==> config.mk <==
export PLATFORM = sky130hd
export DESIGN_NAME = alu_arbiter
export DESIGN_NICKNAME = d
export VERILOG_FILES = /design/src/rtl/alu_arbiter.sv
export SDC_FILE = /design/constraint.sdc
export NUM_CORES = 1
export LEC_CHECK = 0
export BUFFER_PORTS_ARGS = -buffer_cell sky130_fd_sc_hd__buf_2
export CAP_MARGIN = 40
export CORE_AREA = 2 2 125 127
export DETAILED_ROUTE_END_ITERATION = 12
export DIE_AREA = 0 0 127 129
export GPL_TIMING_DRIVEN = 0
export SLEW_MARGIN = 20
export SYNTH_ARGS = -nofsm -noshare
export SYNTH_HDL_FRONTEND = slang
export SYNTH_SLANG_ARGS = --single-unit
==> constraint.sdc <==
create_clock -name clk -period 2.4 [get_ports clk]
set_input_delay 0.24 -clock clk [delete_from_list [all_inputs] [get_ports clk]]
set_output_delay 0.24 -clock clk [all_outputs]
set_load 0.05 [all_outputs]
==> src/rtl/alu_arbiter.sv <==
// Two-port round-robin arbiter in front of a shared combinational ALU, with a one-deep response register per port.
// Build option: define ALU_ARB_FIXED_PRIO_EN for strict port-0 priority instead of round-robin.
module alu_arbiter #(
    parameter int DATA_W = 32
) (
    input  logic              clk,
    input  logic              rst_n,

    input  logic              req0_valid,
    output logic              req0_ready,
    input  logic [DATA_W-1:0] req0_a,
    input  logic [DATA_W-1:0] req0_b,
    input  logic [3:0]        req0_alu_sel,
    input  logic [2:0]        req0_b_sel,
    output logic              rsp0_valid,
    input  logic              rsp0_ready,
    output logic [DATA_W-1:0] rsp0_result,
    output logic              rsp0_take_branch,

    input  logic              req1_valid,
    output logic              req1_ready,
    input  logic [DATA_W-1:0] req1_a,
    input  logic [DATA_W-1:0] req1_b,
    input  logic [3:0]        req1_alu_sel,
    input  logic [2:0]        req1_b_sel,
    output logic              rsp1_valid,
    input  logic              rsp1_ready,
    output logic [DATA_W-1:0] rsp1_result,
    output logic              rsp1_take_branch,

    output logic [DATA_W-1:0] alu_a1,
    output logic [DATA_W-1:0] alu_scr2,
    output logic [3:0]        alu_sel,
    output logic [2:0]        alu_b_sel,
    input  logic [DATA_W-1:0] alu_rslt,
    input  logic              alu_take_branch
);

    logic              r_rsp0_valid;
    logic [DATA_W-1:0] r_rsp0_result;
    logic              r_rsp0_take_branch;
    logic              r_rsp1_valid;
    logic [DATA_W-1:0] r_rsp1_result;
    logic              r_rsp1_take_branch;

    logic w_elig0;
    logic w_elig1;
    logic w_gnt0;
    logic w_gnt1;

    // A port may be granted while its response slot is draining this cycle.
    assign w_elig0 = req0_valid & (~r_rsp0_valid | rsp0_ready);
    assign w_elig1 = req1_valid & (~r_rsp1_valid | rsp1_ready);

`ifdef ALU_ARB_FIXED_PRIO_EN
    always_comb begin
        w_gnt0 = 1'b0;
        w_gnt1 = 1'b0;
        if (rst_n) begin
            w_gnt0 = w_elig0;
            w_gnt1 = w_elig1 & ~w_elig0;
        end
    end
`else
    logic r_last_grant;

    always_comb begin
        w_gnt0 = 1'b0;
        w_gnt1 = 1'b0;
        if (rst_n) begin
            if (w_elig0 & w_elig1) begin
                w_gnt0 = r_last_grant;
                w_gnt1 = ~r_last_grant;
            end else begin
                w_gnt0 = w_elig0;
                w_gnt1 = w_elig1;
            end
        end
    end

    // Reset value 1 makes the first tie after reset go to port 0.
    always_ff @(posedge clk or negedge rst_n) begin
        if (!rst_n) begin
            r_last_grant <= 1'b1;
        end else if (w_gnt0 | w_gnt1) begin
            r_last_grant <= w_gnt1;
        end
    end
`endif

    assign req0_ready = w_gnt0;
    assign req1_ready = w_gnt1;

    always_comb begin
        alu_a1    = '0;
        alu_scr2  = '0;
        alu_sel   = 4'b0000;
        alu_b_sel = 3'b111;
        if (w_gnt0) begin
            alu_a1    = req0_a;
            alu_scr2  = req0_b;
            alu_sel   = req0_alu_sel;
            alu_b_sel = req0_b_sel;
        end else if (w_gnt1) begin
            alu_a1    = req1_a;
            alu_scr2  = req1_b;
            alu_sel   = req1_alu_sel;
            alu_b_sel = req1_b_sel;
        end
    end

    always_ff @(posedge clk or negedge rst_n) begin
        if (!rst_n) begin
            r_rsp0_valid       <= 1'b0;
            r_rsp0_result      <= '0;
            r_rsp0_take_branch <= 1'b0;
        end else if (w_gnt0) begin
            r_rsp0_valid       <= 1'b1;
            r_rsp0_result      <= alu_rslt;
            r_rsp0_take_branch <= alu_take_branch;
        end else if (rsp0_ready) begin
            r_rsp0_valid       <= 1'b0;
        end
    end

    always_ff @(posedge clk or negedge rst_n) begin
        if (!rst_n) begin
            r_rsp1_valid       <= 1'b0;
            r_rsp1_result      <= '0;
            r_rsp1_take_branch <= 1'b0;
        end else if (w_gnt1) begin
            r_rsp1_valid       <= 1'b1;
            r_rsp1_result      <= alu_rslt;
            r_rsp1_take_branch <= alu_take_branch;
        end else if (rsp1_ready) begin
            r_rsp1_valid       <= 1'b0;
        end
    end

    assign rsp0_valid       = r_rsp0_valid;
    assign rsp0_result      = r_rsp0_result;
    assign rsp0_take_branch = r_rsp0_take_branch;
    assign rsp1_valid       = r_rsp1_valid;
    assign rsp1_result      = r_rsp1_result;
    assign rsp1_take_branch = r_rsp1_take_branch;

endmodule

==> impl_metrics.tcl, run 1 <==
set metrics [dict create \
    synth_ff_type "dfrtp_1" \
    antenna_found_initial 0 \
    ys_top_cells_by_count "139 x nand2_1, 68 x dfrtp_1, 68 x o22ai_1" \
    htreeDepth 3 \
    hold_path.class "in2reg" \
    switching_share 0.4683 \
    grt_start_max_net_pins 37 \
    drt_pass1_iterations 4 \
    timing.rr.end "rsp0_result[17]" \
    regArea_mm2 0.001728 \
    area_delta_synth_final_pct 66.36 \
    n_fill_cell 1514 \
    r2r_start "r_last_grant" \
    hold_slack_ns 0.1464 \
    antenna_cells 0 \
    synth_nets 583 \
    drv_cap 0 \
    final-setup-viol-count 0 \
    setup_tns_ns 0 \
    clkTransAtPathRegs_ns 0.06 \
    clkSinkCount 69 \
    dieHeight_um 129 \
    crit_path_start_kind "register" \
    portBuffers 321 \
    overflow 0 \
    drive_above_1_share 0.6048 \
    required_ns 2.16 \
    combPwrFrac 0.502 \
    drt_iter0_markers 180 \
    first_global_vias 3944 \
    p_int_uw 3296 \
    synthCells 402 \
    rr_worst_depth 5 \
    top_level_ports 322 \
    status "complete, no violations" \
    wl_per_cell_um 16.40 \
    syn_area_mm2 0.003794 \
    path_max_fanout 10 \
    power_switching_uw 2903 \
    routed_wl_um 15280 \
    fin_crit_sh 0.9894 \
    start_util 0.2533 \
    core_mm2 0.01498 \
    grt_pass1_wl_um 21490 \
    vias_per_cell 4.634 \
    nets 920 \
    period_needed_ns 2.375 \
    crit_type "reg2out" \
    relSlewSlack 0.7037 \
    synthTopCellsByArea "dfrtp_1 45%, mux2_2 19%, nand2_1 14%, o22ai_1 11%, clkbuf_1 2.6%" \
    worstHoldStart "alu_rslt[18]" \
    yosysTopAreaCell "dfrtp_1" \
    yosys.cell_types.count 25 \
    slew_viol_final 0 \
    ys_warn_count 0 \
    die_w_um 127 \
    rows 45 \
    cts_tree "yes" \
    multi_input_area_mm2 0.001937 \
    cp-end-kind "primary output" \
    leakage_uw 0.003215 \
    grt_use_total 0.1677 \
    seq_area_frac_synth 0.4555 \
    clockBufferDepth 2 \
    reg2reg_slack_ns 0.55 \
    critPathSlowestCell "dfstp_2" \
    ir_drop_mv 0.6618 \
    root_buffer "clkbuf_16" \
    pwr-share-seq 0.265 \
    min_to "rsp0_result[18]" \
    ys_async_sr_fraction 1.000 \
    max_stage_delay_ns 0.54 \
    vias 4319 \
    max_freq_ghz 0.4211 \
    synth.most_common_cell "nand2_1" \
    dp_hpwl_um 11800 \
    critical_path.cell_chain "and2b_4 > a211o_1 > buf_6 > clkbuf_2 > o22ai_1 > clkbuf_4" \
    timing_hold_violations_final 0 \
    ys_ff_latch 69 \
    syn-mean-instance-area_um2 9.437 \
    pwr-share-clk 0.233 \
    hold_depth 2 \
    gp_congestion 0.7841 \
    drc 0 \
    synth_top_area_share 0.4485 \
    report.power.total_uw 6199 \
    clk_latency_ns 0.33 \
    synth_edf_count 0 \
    worst_slew_pin_slew_ns 0.4431 \
    postRouteAntennaNets 0 \
    power_density_mw_per_mm2 982.2 \
    rsz0062_at_grt "yes" \
    fin_worst_skew_ns 0.006454 \
    cts_buffers 9 \
    crit_arrival_ns 2.13 \
    dieArea_mm2 0.01638 \
]
[power groups by stage]
| stage | logic, uW | clock network [uW] | registers [uW] |
|---|---|---|---|
| after floorplan | 1060 | 0 | 2810 |
| after global placement | 3000 | 0 | 1650 |
| after detailed placement | 3020 | 0 | 1660 |
| after CTS | 3100 | 1480 | 1650 |
| after global routing | 3240 | 1550 | 1690 |
| final | 3110 | 1450 | 1640 |
[critical path, delay by kind of cell, from the launching register on]
family | cells | cell delay, ns
AOI/OAI and AO/OA | 2 | 0.44
and+or+nand+nor | 1 | 0.20
buffers and inverters | 3 | 0.63
DFF | 1 | 0.54
[per-layer routing]
layer | wire length (um) | global-route usage | up-vias
li1 | - | - | 2080
met1 | 5865 | 0.1941 | 2018
met2 | 7949 | 0.3068 | 203
met3 | 1307 | 0.05031 | 18
met4 | 157 | 0.03685 | 0
met5 | 0 | 0 | -
[registers in the layout, summed over array words and instances (netlist names)]
| register | cells |
|---|---|
| rsp1_valid | 1 |
| rsp1_result | 32 |
| rsp1_take_branch | 1 |
| rsp0_take_branch | 1 |
| rsp0_valid | 1 |
| r_last_grant | 1 |
| rsp0_result | 32 |
[worst max path at each step]
stage	startpoint	endpoint	slack [ns]	cells past startpoint
2_1_floorplan	rsp0_valid	alu_a1[0]	-0.13	6
3_3_place_gp	rst_n	alu_scr2[0]	-1.35	7
3_5_place_dp	rst_n	alu_scr2[0]	-0.41	7
4_1_cts	rsp0_valid	alu_a1[27]	-0.05	6
5_1_grt	r_last_grant	alu_scr2[24]	-0.11	6
6_report	r_last_grant	alu_a1[7]	0.03	6
[cells in the final DEF, fill, tap and decap left out]
cell type	count
dfrtp_1	68
a211o_1	1
clkbuf_4	24
mux2_2	63
a211oi_4	1
nand2_1	139
and2_1	1
clkbuf_1	12
o211a_1	1
o22ai_2	12
inv_1	2
inv_6	2
buf_2	268
clkinv_4	1
buf_4	32
o22ai_1	56
o211ai_4	1
buf_6	10
clkbuf_2	15
bufinv_16	2
nor2b_1	1
and2b_4	1
dlygate4sd3_1	1
dfstp_2	1
o21ai_0	1
clkbuf_16	9
o31ai_1	1
nand2b_1	4
mux2_1	3
or2_2	2
o32a_1	3
clkinvlp_4	1
nor2b_2	1
buf_12	4
[metrics by stage]
stage	util	cell area [um^2]	std cells	worst slack, ns
after floorplan	-	3844	402	-0.1280
after global placement	0.3796	5685	911	-1.355
after detailed placement	0.3811	5708	912	-0.4081
after CTS	0.4157	6226	933	-0.05384
after global routing	0.4214	6311	932	-0.1100
final	0.4214	6311	932	0.02541
[area by class of cell]
type | count | area share
Buffer | 38 | 0.03806
Clock buffer | 10 | 0.03628
Clock inverter | 6 | 0.01487
Inverter | 2 | 0.001190
Multi-Input combinational cell | 292 | 0.3069
Sequential cell | 69 | 0.2738
Tap cell | 188 | 0.03727
Timing Repair Buffer | 327 | 0.2916
[repair_timing]
action,in CTS,in global routing
setup buffers,3,0
hold buffers,2,0
pin swaps,3,1
gates cloned,0,0
endpoints found under the setup margin,72,65
gates resized for setup,47,47
hold endpoints to repair,32,0
[cells by family after synthesis]
group           count (synthesis)  synth area share
buf+inv                        41           0.05673
mux                            66            0.1959
simple gates                  149            0.1550
compound gates                 77            0.1369
flops                          69            0.4555
Note: power is estimated with default switching activity, not from simulation.
==> run 2: changes to the inputs <==
Settings changed: BUFFER_PORTS_ARGS -buffer_cell sky130_fd_sc_hd__buf_2 to -buffer_cell sky130_fd_sc_hd__buf_4.
==> run 2 against run 1 <==
Compared with the run above:
- total power grew 4.3%
- clock power shrank 6%
- final area grew 11%
- first-iteration DRC count grew 10%
- largest cell class unchanged
==> impl_metrics.tcl, run 2 (synthesis results as in run 1) <==
set metrics [dict create \
    regArea_mm2 0.001728 \
    drc 0 \
    vias_per_cell 4.733 \
    drv_cap 0 \
    hold_slack_ns 0.1432 \
    power_density_mw_per_mm2 924.1 \
    placed_cell_area_mm2 0.006509 \
    antenna_cells 0 \
    root_buffer "clkbuf_16" \
    period_needed_ns 2.331 \
    grt_use_total 0.1813 \
    dp_cells 912 \
    rsz0062_at_grt "no" \
    clockBufferDepth 2 \
    clkSinkCount 69 \
    slew_viol_final 0 \
    status "complete, no violations" \
    max_stage_delay_ns 0.54 \
    path_buf_inv 4 \
    worst_slew_pin_slew_ns 0.6213 \
    path_max_fanout 8 \
    crit_type "reg2out" \
    final_cells 932 \
    hold_path.class "in2reg" \
    critical_path.cell_chain "and2b_4 > a211o_1 > buf_6 > buf_12 > buf_4 > o22ai_2 > buf_6" \
    drive_above_1_share 0.6116 \
    final_common_cell "buf_4" \
    gp_congestion 0.8705 \
    leakage_uw 0.003441 \
    start_util 0.2533 \
    setup_tns_ns 0 \
    grt_start_max_net_pins 36 \
    first_global_vias 4350 \
    cts_buffers 9 \
    required_ns 2.16 \
    postRouteAntennaNets 0 \
    overflow 0 \
    nets 921 \
    dp_hpwl_um 12850 \
    final-setup-viol-count 0 \
    final_cell_mix "322 x buf_4, 139 x nand2_1, 68 x dfrtp_1" \
    cts_tree "yes" \
    hold_depth 2 \
    multi_input_area_mm2 0.001968 \
    n_fill_cell 1464 \
    cp_common_cell "buf_6" \
    portBuffers 321 \
    relSlewSlack 0.5845 \
    vias 4411 \
    drt_iter0_markers 198 \
    grt_pass1_wl_um 23600 \
    die_w_um 127 \
    clkTransAtPathRegs_ns 0.06 \
    rr_worst_depth 4 \
    drt_pass1_iterations 4 \
    fin_crit_sh 0.9711 \
    crit_path_start_kind "register" \
    routed_wl_um 16220 \
    htreeDepth 3 \
    dieHeight_um 129 \
    core_mm2 0.01498 \
    timing_hold_violations_final 0 \
    postLayoutCellArea_mm2 0.006994 \
    fin_worst_skew_ns 0.007625 \
    cp.depth 7 \
    crit_arrival_ns 2.09 \
    critPathSlowestCell "dfstp_2" \
    rows 45 \
    antenna_found_initial 0 \
    utilization 0.4670 \
    wl_per_cell_um 17.40 \
    cp-end-kind "primary output" \
    top_level_ports 322 \
    clk_latency_ns 0.32 \
    crit_family "buffers and inverters" \
    dieArea_mm2 0.01638 \
    max_freq_ghz 0.4290 \
    area_delta_synth_final_pct 84.37 \
    ir_drop_mv 0.7331 \
]
## run 2: changes by cell type in the layout (fill, tap and decap cells not counted), moves of 4 or more
cell | before | now
clkbuf_2 | 15 | 11
o22ai_2 | 12 | 17
clkbuf_4 | 24 | 0
buf_2 | 268 | 5
buf_4 | 32 | 322
o22ai_1 | 56 | 51
## run 2: worst register-to-register path, cell delays in order (launching register included)
cell and delay [ns]:
dfstp_2 0.54, and2b_4 0.20, a211oi_4 0.56, buf_6 0.25, mux2_2 0.35
## run 2: worst paths after layout
check / from / endpoint / slack (ns)
worst max-delay path: r_last_grant / alu_scr2[31] / 0.07
min in group asynchronous: rst_n / rsp0_result[14] / 0.58
max in group asynchronous: rst_n / r_last_grant / 1.56
worst min-delay path: alu_rslt[20] / rsp1_result[20] / 0.14
worst min register to register: rsp1_result[20] / rsp1_result[20] / 0.51
worst max register to register: r_last_grant / rsp0_take_branch / 0.39
## run 2: through the flow
stage               power, uW  setup WS, ns
floorplan                3866       -0.1280
global placement         5015       -0.6815
detailed placement       5064       -0.3849
CTS                      6486      -0.06210
global route             6725      0.004162
finish                   6464       0.06926
## run 2: repair_timing
action	in CTS	in global routing
endpoints found under the setup margin	70	69
buffers inserted	2	2
endpoints found under the hold margin	35	0
resized for setup	19	31
hold buffers	2	0
pin swaps	2	3
## run 2: layout make-up
cell class,instances,area share
clock buffers,11,0.03614
repair buffers,328,0.3587
clock inverters,4,0.007871
inverters,2,0.001073
plain buffers,38,0.03417
well taps,188,0.03363
flip-flops and latches,69,0.2470
multi-input cells,292,0.2814
## run 2: power by group
part	switching, uW	internal (uW)
sequential	181	1490
clock	503	863
combinational	2240	1180
total	2930	3540
## run 2: layer usage
| layer | share of wire | track usage |
|---|---|---|
| met1 | 0.38 | 0.2172 |
| met2 | 0.52 | 0.3178 |
| met3 | 0.084 | 0.05530 |
| met4 | 0.016 | 0.04848 |
| met5 | 0 | 0 |
